**src/rtl/mem_access_unit_pkg.sv**
```systemverilog
// mem_access_unit_pkg: shared types for the load/store unit
package mem_access_unit_pkg;
  typedef enum logic [1:0] {MEM_B, MEM_H, MEM_W, MEM_D} mem_size_t;
  typedef struct packed {
    logic      is_store;
    logic      is_unsigned;
    mem_size_t size;
  } mem_op_t;
  typedef enum logic [1:0] {
    EXC_NONE         = 2'd0,
    EXC_MISALIGN     = 2'd1,
    EXC_ILLEGAL_SIZE = 2'd2
  } mem_exc_t;
  typedef enum logic [2:0] {IDLE, REQ0, WAIT0, REQ1, WAIT1, RESP} mem_state_t;
endpackage

```
**src/rtl/mem_access_unit_if.sv**
```systemverilog
// mem_access_unit_if: core request/response and data-memory bus bundle
interface mem_access_unit_if #(
  parameter int XLEN   = 32,
  parameter int ADDR_W = 32
);
  import mem_access_unit_pkg::*;
  localparam int BYTES = XLEN / 8;
  logic              req_valid;
  logic              req_ready;
  mem_op_t           req_op;
  logic [ADDR_W-1:0] req_addr;
  logic [XLEN-1:0]   req_wdata;
  logic              resp_valid;
  logic [XLEN-1:0]   resp_rdata;
  logic              resp_exc;
  mem_exc_t          resp_cause;
  logic              mem_valid;
  logic              mem_ready;
  logic              mem_we;
  logic [ADDR_W-1:0] mem_addr;
  logic [BYTES-1:0]  mem_be;
  logic [XLEN-1:0]   mem_wdata;
  logic              mem_rvalid;
  logic [XLEN-1:0]   mem_rdata;
  modport slave (
    input  req_valid, req_op, req_addr, req_wdata, mem_ready, mem_rvalid, mem_rdata,
    output req_ready, resp_valid, resp_rdata, resp_exc, resp_cause,
           mem_valid, mem_we, mem_addr, mem_be, mem_wdata
  );
  modport master (
    output req_valid, req_op, req_addr, req_wdata, mem_ready, mem_rvalid, mem_rdata,
    input  req_ready, resp_valid, resp_rdata, resp_exc, resp_cause,
           mem_valid, mem_we, mem_addr, mem_be, mem_wdata
  );
endinterface

```
**src/rtl/mem_access_unit_lane_align.sv**
```systemverilog
// mem_lane_align: byte-lane mask, store shift and load extract/extend over a two-word window
module mem_lane_align
  import mem_access_unit_pkg::*;
#(
  parameter int XLEN = 32
) (
  input  mem_size_t                    size,
  input  logic                         is_unsigned,
  input  logic [$clog2(XLEN/8)-1:0]    off,
  input  logic [XLEN-1:0]              wdata,
  input  logic [XLEN-1:0]              hi,
  input  logic [XLEN-1:0]              lo,
  output logic [2*(XLEN/8)-1:0]        be,
  output logic [2*XLEN-1:0]            wdata_sh,
  output logic [XLEN-1:0]              rdata
);
  localparam int BYTES = XLEN / 8;
  logic [3:0]      nb;
  logic [XLEN-1:0] raw, m, top;
  // m keeps the low n bytes; a shift by >= XLEN yields all ones for full-width accesses
  always_comb begin
    nb       = 4'd1 << size;
    be       = ~({2*BYTES{1'b1}} << nb) << off;
    wdata_sh = {{XLEN{1'b0}}, wdata} << {off, 3'b000};
    raw      = XLEN'({hi, lo} >> {off, 3'b000});
    m        = ~({XLEN{1'b1}} << {nb, 3'b000});
    top      = m & ~(m >> 1);
    rdata    = (raw & m) | ((!is_unsigned && |(raw & top)) ? ~m : '0);
  end
endmodule

```
**src/rtl/mem_access_unit.sv**
```systemverilog
// mem_access_unit: one-at-a-time load/store unit onto a handshaked data-memory port.
// Define MEM_MISALIGN_SPLIT_EN to service misaligned accesses (two beats when crossing a word).
module mem_access_unit
  import mem_access_unit_pkg::*;
#(
  parameter int XLEN   = 32,
  parameter int ADDR_W = 32
) (
  input logic              clk,
  input logic              rst_n,
  mem_access_unit_if.slave bus
);
  localparam int BYTES = XLEN / 8;
  localparam int OFF_W = $clog2(BYTES);
`ifdef MEM_MISALIGN_SPLIT_EN
  localparam bit SPLIT_EN = 1'b1;
`else
  localparam bit SPLIT_EN = 1'b0;
`endif
  mem_state_t        state;
  mem_op_t           op_q;
  logic [OFF_W-1:0]  off_q, off_c;
  logic [XLEN-1:0]   wdata_q, wdata_c, lo_q, hi, lo, ld_data;
  logic              split_q, split_c, illegal, misalign, mis_exc, uns_c;
  mem_size_t         size_c;
  logic [2*BYTES-1:0] be_full;
  logic [2*XLEN-1:0]  wd_full;
  // In IDLE the lane logic looks at the incoming request so beat 0 can be registered on accept
  always_comb begin
    size_c   = state == IDLE ? bus.req_op.size : op_q.size;
    uns_c    = state == IDLE ? bus.req_op.is_unsigned : op_q.is_unsigned;
    off_c    = state == IDLE ? bus.req_addr[OFF_W-1:0] : off_q;
    wdata_c  = state == IDLE ? bus.req_wdata : wdata_q;
    lo       = state == WAIT0 ? bus.mem_rdata : lo_q;
    hi       = state == WAIT1 ? bus.mem_rdata : '0;
    illegal  = XLEN == 32 && bus.req_op.size == MEM_D;
    misalign = (bus.req_op.size == MEM_H && bus.req_addr[0]) ||
               (bus.req_op.size == MEM_W && |bus.req_addr[1:0]) ||
               (bus.req_op.size == MEM_D && |bus.req_addr[2:0]);
    mis_exc  = misalign && !SPLIT_EN;
    split_c  = |be_full[2*BYTES-1:BYTES];
  end
  mem_lane_align #(.XLEN(XLEN)) u_align (
    .size(size_c), .is_unsigned(uns_c), .off(off_c), .wdata(wdata_c),
    .hi(hi), .lo(lo), .be(be_full), .wdata_sh(wd_full), .rdata(ld_data)
  );
  always_ff @(posedge clk) begin
    if (!rst_n) begin
      state           <= IDLE;
      bus.req_ready   <= 1'b1;
      bus.resp_valid  <= 1'b0;
      bus.resp_exc    <= 1'b0;
      bus.resp_cause  <= EXC_NONE;
      bus.resp_rdata  <= '0;
      bus.mem_valid   <= 1'b0;
      bus.mem_we      <= 1'b0;
      bus.mem_addr    <= '0;
      bus.mem_be      <= '0;
      bus.mem_wdata   <= '0;
      op_q            <= '0;
      off_q           <= '0;
      wdata_q         <= '0;
      lo_q            <= '0;
      split_q         <= 1'b0;
    end else begin
      case (state)
        IDLE: if (bus.req_valid) begin
          op_q          <= bus.req_op;
          off_q         <= bus.req_addr[OFF_W-1:0];
          wdata_q       <= bus.req_wdata;
          split_q       <= split_c;
          bus.req_ready <= 1'b0;
          if (illegal || mis_exc) begin
            state          <= RESP;
            bus.resp_valid <= 1'b1;
            bus.resp_exc   <= 1'b1;
            bus.resp_cause <= illegal ? EXC_ILLEGAL_SIZE : EXC_MISALIGN;
          end else begin
            state         <= REQ0;
            bus.mem_valid <= 1'b1;
            bus.mem_we    <= bus.req_op.is_store;
            bus.mem_addr  <= {bus.req_addr[ADDR_W-1:OFF_W], {OFF_W{1'b0}}};
            bus.mem_be    <= be_full[BYTES-1:0];
            bus.mem_wdata <= wd_full[XLEN-1:0];
          end
        end
        REQ0: if (bus.mem_ready) begin
          bus.mem_valid <= 1'b0;
          if (!op_q.is_store) state <= WAIT0;
          else if (split_q) begin
            state         <= REQ1;
            bus.mem_valid <= 1'b1;
            bus.mem_addr  <= bus.mem_addr + ADDR_W'(BYTES);
            bus.mem_be    <= be_full[2*BYTES-1:BYTES];
            bus.mem_wdata <= wd_full[2*XLEN-1:XLEN];
          end else begin
            state          <= RESP;
            bus.resp_valid <= 1'b1;
          end
        end
        WAIT0: if (bus.mem_rvalid) begin
          lo_q <= bus.mem_rdata;
          if (split_q) begin
            state         <= REQ1;
            bus.mem_valid <= 1'b1;
            bus.mem_addr  <= bus.mem_addr + ADDR_W'(BYTES);
            bus.mem_be    <= be_full[2*BYTES-1:BYTES];
          end else begin
            state          <= RESP;
            bus.resp_valid <= 1'b1;
            bus.resp_rdata <= ld_data;
          end
        end
        REQ1: if (bus.mem_ready) begin
          bus.mem_valid <= 1'b0;
          state         <= op_q.is_store ? RESP : WAIT1;
          bus.resp_valid <= op_q.is_store;
        end
        WAIT1: if (bus.mem_rvalid) begin
          state          <= RESP;
          bus.resp_valid <= 1'b1;
          bus.resp_rdata <= ld_data;
        end
        RESP: begin
          state          <= IDLE;
          bus.req_ready  <= 1'b1;
          bus.resp_valid <= 1'b0;
          bus.resp_exc   <= 1'b0;
          bus.resp_cause <= EXC_NONE;
          bus.resp_rdata <= '0;
          bus.mem_we     <= 1'b0;
        end
        default: state <= IDLE;
      endcase
    end
  end
endmodule

```
**src/flat_wrapper.sv**
```systemverilog
// flat-port wrapper written by rule: the top's interface ports become plain ports
module mem_access_unit_flat import mem_access_unit_pkg::*;
#(
  parameter int XLEN   = 32,
  parameter int ADDR_W = 32
)
  (clk, rst_n, bus_req_valid, bus_req_op, bus_req_addr, bus_req_wdata, bus_mem_ready, bus_mem_rvalid, bus_mem_rdata, bus_req_ready, bus_resp_valid, bus_resp_rdata, bus_resp_exc, bus_resp_cause, bus_mem_valid, bus_mem_we, bus_mem_addr, bus_mem_be, bus_mem_wdata);
  mem_access_unit_if #(.XLEN(XLEN), .ADDR_W(ADDR_W)) bus_i ();
  input logic clk;
  input logic rst_n;
  input wire logic [$bits(bus_i.req_valid)-1:0] bus_req_valid;
  input wire logic [$bits(bus_i.req_op)-1:0] bus_req_op;
  input wire logic [$bits(bus_i.req_addr)-1:0] bus_req_addr;
  input wire logic [$bits(bus_i.req_wdata)-1:0] bus_req_wdata;
  input wire logic [$bits(bus_i.mem_ready)-1:0] bus_mem_ready;
  input wire logic [$bits(bus_i.mem_rvalid)-1:0] bus_mem_rvalid;
  input wire logic [$bits(bus_i.mem_rdata)-1:0] bus_mem_rdata;
  output wire logic [$bits(bus_i.req_ready)-1:0] bus_req_ready;
  output wire logic [$bits(bus_i.resp_valid)-1:0] bus_resp_valid;
  output wire logic [$bits(bus_i.resp_rdata)-1:0] bus_resp_rdata;
  output wire logic [$bits(bus_i.resp_exc)-1:0] bus_resp_exc;
  output wire logic [$bits(bus_i.resp_cause)-1:0] bus_resp_cause;
  output wire logic [$bits(bus_i.mem_valid)-1:0] bus_mem_valid;
  output wire logic [$bits(bus_i.mem_we)-1:0] bus_mem_we;
  output wire logic [$bits(bus_i.mem_addr)-1:0] bus_mem_addr;
  output wire logic [$bits(bus_i.mem_be)-1:0] bus_mem_be;
  output wire logic [$bits(bus_i.mem_wdata)-1:0] bus_mem_wdata;
  assign bus_i.req_valid = bus_req_valid;
  assign bus_i.req_op = bus_req_op;
  assign bus_i.req_addr = bus_req_addr;
  assign bus_i.req_wdata = bus_req_wdata;
  assign bus_i.mem_ready = bus_mem_ready;
  assign bus_i.mem_rvalid = bus_mem_rvalid;
  assign bus_i.mem_rdata = bus_mem_rdata;
  assign bus_req_ready = bus_i.req_ready;
  assign bus_resp_valid = bus_i.resp_valid;
  assign bus_resp_rdata = bus_i.resp_rdata;
  assign bus_resp_exc = bus_i.resp_exc;
  assign bus_resp_cause = bus_i.resp_cause;
  assign bus_mem_valid = bus_i.mem_valid;
  assign bus_mem_we = bus_i.mem_we;
  assign bus_mem_addr = bus_i.mem_addr;
  assign bus_mem_be = bus_i.mem_be;
  assign bus_mem_wdata = bus_i.mem_wdata;
  mem_access_unit #(.XLEN(XLEN), .ADDR_W(ADDR_W)) u_core (.clk(clk), .rst_n(rst_n), .bus(bus_i));
endmodule
```
**config.mk**
```make
export PLATFORM = sky130hd
export DESIGN_NAME = mem_access_unit_flat
export DESIGN_NICKNAME = d
export VERILOG_FILES = /design/src/rtl/mem_access_unit_pkg.sv /design/src/rtl/mem_access_unit_if.sv /design/src/rtl/mem_access_unit_lane_align.sv /design/src/rtl/mem_access_unit.sv /design/src/flat_wrapper.sv
export SDC_FILE = /design/constraint.sdc
export NUM_CORES = 1
export LEC_CHECK = 0
export ABC_AREA = 1
export CAP_MARGIN = 20
export CORE_MARGIN = 1.5
export CORE_UTILIZATION = 47
export DETAILED_ROUTE_END_ITERATION = 12
export PLACE_DENSITY_LB_ADDON = 0.08
export SYNTH_ARGS = -nofsm -noshare
export SYNTH_HDL_FRONTEND = slang
export SYNTH_SLANG_ARGS = --single-unit
```
**constraint.sdc**
```tcl
create_clock -name clk -period 1.9 [get_ports clk]
set_clock_uncertainty 0.15 [all_clocks]
set_input_delay 0.19 -clock clk [delete_from_list [all_inputs] [get_ports clk]]
set_output_delay 0.19 -clock clk [all_outputs]
set_load 0.05 [all_outputs]
```
# Word level (Yosys, flattened, before mapping)
# Index checks and enable logic that the tools add are counted.
# Widths: inputs -> output; s select.
# op_classes
muxes,69
bitwise,8
shifts,6
n_reduce_logical,30
n_eq_ne,19
add_sub_neg,1
# ops
cell,count
$mux 32,18
$pmux 32 s3,2
$and 32x32->32,3
$not 32->32,2
$pmux 32 s2,1
$shl 32x5->64,1
$shr 64x5->32,1
$add 32x3->32 const B,1
$not 31->32,1
$or 32x32->32,1
$reduce_or 32->1,1
$shl 32x7->32 const A,1
$mux 3,8
$mux 4,6
$mux 1,21
$ne 2x2->1 const B,8
$pmux 3 s5,1
$pmux 4 s3,1
$reduce_and 6->1,2
$mux 2,5
$not 8->8,1
$reduce_and 8->1,1
$shl 8x2->8,1
$shl 8x4->8 const A,1
other kinds (27),44
# word_totals
input_bits,105
ff_bits,181
word_cells,151
out_inout_bits,107

# Depth between registers and ports, before layout
# logic_depth
ltp_word,15
ltp_mapped,15
mapped_depth_nobuf,12

# By module
# A second synthesis with hierarchy kept.
# unflattened
cells_unflattened,1847
hier_area_um2,11053.1
# modules_own_cells
mod,n_inst,seq_area_each_um2,area_each_um2,cells_per_inst
mem_access_unit,1,3583.4,9170.0,1464
mem_lane_align,1,0.0,1883.1,383

# Worst setup path before layout
# Ideal clock, no wire load.
# synth_timing
path_type,reg2reg
start,register u_core.bus.mem_addr[3] (netlist bit)
end,register u_core.bus.mem_addr[26] (netlist bit)
period_less_slack_ns,2.493
required_time_ns,1.680
arrival_ns,2.273
path_buffers,0
path_stages_with_launch,13
slack_ns,-0.593
path_cell_list,dfxtp_1 -> ha_1 -> nand2_1 -> nor2_1 -> nand2_1 -> nor2_1 -> inv_1 -> nor2_1 -> nand2_1 -> or2_2 -> nand3_1 -> o211ai_1 -> a21oi_1
# synth_between
elab_chain_cells,5
# synth_rtl
element,line,source
"start, declared",mem_access_unit_if.sv:28,"mem_valid, mem_we, mem_addr, mem_be, mem_wdata"
"start signal, assigned",mem_access_unit.sv:82,"bus.mem_addr <= {bus.req_addr[ADDR_W-1:OFF_W], {OFF_W{1'b0}}};"
"start signal, assigned",mem_access_unit.sv:93,bus.mem_addr <= bus.mem_addr + ADDR_W'(BYTES);
"start signal, assigned",mem_access_unit.sv:106,bus.mem_addr <= bus.mem_addr + ADDR_W'(BYTES);
$add 32x3->32 *,"mem_access_unit.sv:93, mem_access_unit.sv:106",
$mux 32 *,"mem_access_unit.sv:90, mem_access_unit.sv:103",
$mux 32,mem_access_unit.sv:89,if (!op_q.is_store) state <= WAIT0;
$mux 32,mem_access_unit.sv:87,REQ0: if (bus.mem_ready) begin
$pmux 32 s3 *,mem_access_unit.sv:66,case (state)
# Mark *: on every way between the ends. The rest lies on a longest branch, timed or not. The select of a mux whose other input is x is not followed.
# A chain may end at the register's enable or synchronous reset.

# Worst setup path in the final report
# layout_timing
start,register u_core.state[1]
end,register u_core.bus.resp_rdata[23]
# layout_between
elab_chain_cells,15
# layout_rtl
element,line,source
"start, declared",mem_access_unit.sv:20,mem_state_t state;
"start signal, assigned",mem_access_unit.sv:116,state <= op_q.is_store ? RESP : WAIT1;
$logic_not 3->1,"mem_access_unit.sv:30, mem_access_unit.sv:31, mem_access_unit.sv:32",
$mux 2,mem_access_unit.sv:30,size_c = state == IDLE ? bus.req_op.size : op_q.size;
$shl 1x2->4,mem_access_unit_lane_align.sv:22,nb = 4'd1 << size;
$shl 32x7->32,mem_access_unit_lane_align.sv:26,"m = ~({XLEN{1'b1}} << {nb, 3'b000});"
$not 32->32,mem_access_unit_lane_align.sv:26,
$not 31->32,mem_access_unit_lane_align.sv:27,top = m & ~(m >> 1);
$and 32x32->32,mem_access_unit_lane_align.sv:27,
$and 32x32->32,mem_access_unit_lane_align.sv:28,rdata = (raw & m) | ((!is_unsigned && |(raw & top)) ? ~m : '0);
$reduce_or 32->1,mem_access_unit_lane_align.sv:28,
$logic_and 1x1->1,mem_access_unit_lane_align.sv:28,
$mux 32,mem_access_unit_lane_align.sv:28,
$or 32x32->32,mem_access_unit_lane_align.sv:28,
$mux 32,mem_access_unit.sv:103,if (split_q) begin
$mux 32,mem_access_unit.sv:101,WAIT0: if (bus.mem_rvalid) begin
$pmux 32 s3,mem_access_unit.sv:66,
"end signal, assigned",mem_access_unit.sv:111,bus.resp_rdata <= ld_data;
"end signal, assigned",mem_access_unit.sv:122,bus.resp_rdata <= ld_data;
"end, declared",mem_access_unit_if.sv:27,"output req_ready, resp_valid, resp_rdata, resp_exc, resp_cause,"
# Several ways; a longest one is shown, not always the timed one. The select of a mux whose other input is x is not followed.

==> run metrics <==
status=finished with violations; violated checks=setup timing; full die area=22,600 µm²; io pins=212; detailed-route via count=13,000; Antenna Nets Post-Route=0; layout cell share with drive strength beyond 1=25.9%; H-tree lvl count=4; min cycle time layout=2280 ps; CP Cell Sequence=buf_4, nand3_4, buf_12, nor2_4, nor2_1, nor2_1, o21ai_2, nor2_4, buf_4, clkinvlp_4, nor2_1, nand2_1, a21oi_1; Max Clock Freq=439 MHz; clk sinks=179; initial antenna violation count=0; Largest stage delay, worst path=350 ps; Yosys cell types=39; WS Path Type=reg -> reg; final wirelength=41.2 mm; # fillers=1,632; Most used DFF post-synth=dfxtp_1; grt ovf=0; Slew Limit Fails=0; Reg clk slew, reported paths=70 ps; flops & latches, synth=179; Critical Path AT=2500 ps; post-synthesis sequential area ratio=35.2%; FFs w/ async S/R, synth=0%; final setup vio count=143; CP startpoint kind=flip-flop; startpoint of the worst-slack reg-to-reg timing path=u_core.state[1]$_SDFFE_PN0P_; R2R cell count=13; Yosys top cell area share=35.2%; RR Endpoint=u_core.bus.resp_rdata[23]$_SDFFE_PN0P_; slowest CP cell=dfxtp_2; Syn-to-layout area delta=58.6%; CP endpoint kind=flip-flop; max cap viols=0; hold_sp=rst_n; mean area per synthesized cell=6.33 µm²; final worst slack=-378 ps; mapped cell area=10,200 µm²; synth top area cells=dfxtp_1 35%, nand2_1 16%, o21ai_0 11%; post-DP HPWL=26.4 mm; first-pass GRT wire length=61.3 mm; vias in the first global route=11,700; slew margin rel.=64.2%; maximum fanout along the worst path=6; Clock Latency Late Sink=450 ps; CTS tree=done; global placement routability congestion=0.900; Hold Crit Endpoint=u_core.bus.mem_we$_SDFFE_PN0P_; nets=2,109; initial core utilization=48.1%; clock buffer depth=2; worst-margin pin slew=537 ps; count of buffers from port buffering=209; Num CTS Buffers=17; drt first pass iters=7; Root Buffer=clkbuf_16; largest net degree at the start of global routing=53; Syn Inst Count=1,608; RSZ-0062 raised after global routing=yes; CP Data Required Time=2120 ps; gr usage total=34.7%; commonest non-fill, non-tap cells in the layout=411 x nand2_1, 224 x buf_4, 156 x dfxtp_1; hold crit path type=in -> reg; Site Rows=53; EDFF count, synth=0; endpoints failing hold=0; reg-to-reg setup timing slack=-380 ps; routed vias/inst=5.68; Synth area leader=dfxtp_1; Chip Height=150 µm; CP most frequent cell=nor2_1; DIE WIDTH=150 µm; Setup TNS=-25,500 ps; commonest non-fill, non-tap cell in the layout=nand2_1; DRT iter0 DRCs=1,490; Yosys Warn Count=0; crit share post-route=120%; WL/cell=18.0 µm; Core Footprint=21,200 µm²; Post-route DRC=0; Worst Hold Depth=5
## final cells by class
cell class                      instances  area (µm²)  area share (%)
Antenna cell                            1        2.50          0.0155
Clock buffer                           19         464            2.87
Clock inverter                         13         138           0.852
Inverter                              113         454            2.81
Multi-Input combinational cell       1210        6320            39.1
Sequential cell                       179        3630            22.5
Tap cell                              275         344            2.13
Timing Repair Buffer                  479        4770            29.5
Timing Repair inverter                  3        22.5           0.139
## worst max path at each step
stage	startpoint	end	slack, ps	depth (start not counted)
after CTS	u_core.state[1]$_SDFFE_PN0P_	u_core.bus.resp_rdata[12]$_SDFFE_PN0P_	-260	13
after detailed placement	u_core.state[1]$_SDFFE_PN0P_	u_core.bus.resp_rdata[12]$_SDFFE_PN0P_	-350	13
final	u_core.state[1]$_SDFFE_PN0P_	u_core.bus.resp_rdata[23]$_SDFFE_PN0P_	-380	13
after global routing	u_core.state[1]$_SDFFE_PN0P_	u_core.bus.resp_rdata[23]$_SDFFE_PN0P_	-500	13
after floorplan	u_core.bus.mem_addr[2]$_SDFFE_PN0P_	u_core.bus.mem_addr[26]$_SDFFE_PN0P_	-100	12
after global placement	bus_req_addr[1]	u_core.bus.mem_wdata[27]$_SDFFE_PN0P_	-350	11
## through the flow
stage	std cells	hold WS, ps	util (%)	cell area, µm²	worst slack (ps)
final	2292	102	76.3	16100	-378
after global routing	2291	120	76.3	16100	-505
after CTS	2274	87.8	74.2	15700	-262
after detailed placement	2191	294	66.0	14000	-354
after global placement	2191	288	66.0	14000	-351
after floorplan	1609	175	-	10300	-104
## flip-flops by register name, summed over array words and instances (netlist names), 2 cells and up
| register | flops |
|---|---|
| u_core.op_q | 4 |
| u_core.lo_q | 32 |
| u_core.bus.mem_be | 4 |
| u_core.bus.resp_cause | 2 |
| u_core.bus.mem_wdata | 32 |
| u_core.bus.mem_addr | 30 |
| u_core.wdata_q | 32 |
| u_core.off_q | 2 |
| u_core.state | 3 |
| u_core.bus.resp_rdata | 32 |
## repair_timing
action,CTS,global route
hold buffers,0,0
gates cloned,22,3
endpoints found under the setup margin,225,147
resized for setup,281,92
pin swaps,45,36
setup buffers,29,16
## synth_stat cells (all sizes together), types with 12 or more instances
master and count:
nand3 70, a31oi 34, buf 49, nand2 441, clkbuf 59, nor2 159, a21oi 165, a211oi 12
inv 112, dfxtp 179, o211ai 31, nor3 17, o21ai 230
## layer usage
| metal | GRT usage, % | part of all wire [%] | up-vias | routed length (µm) |
|---|---|---|---|---|
| met2 | 54.0 | 45 | 772 | 18500 |
| li1 | - | - | 6147 | - |
| met1 | 46.4 | 41 | 5976 | 16800 |
| met5 | 0 | 0 | - | 0 |
| met4 | 13.4 | 3.3 | 0 | 1350 |
| met3 | 8.45 | 11 | 123 | 4500 |
## cell families (layout without fill, tap and decap cells)
logic type      count (synthesis)  in the layout  synth area share (%)
buf+inv                       221            627                  9.14
other cells                     1              3                0.0368
fa+ha+maj                       1              1                 0.123
flops                         179            179                  35.2
xor+xnor                       11             11                 0.946
simple gates                  705            706                  28.1
compound gates                482            482                  25.7
mux                             8              8                 0.787
## critical path: cells and delay by family (launching register included)
| family | cells | cell delay (ps) |
|---|---|---|
| simple gates | 7 | 840 |
| flops | 1 | 350 |
| buf+inv | 4 | 640 |
| compound gates | 2 | 240 |
Power is not shown: default switching activity piles up to over one toggle a cycle in this logic, so the estimate is an artifact.
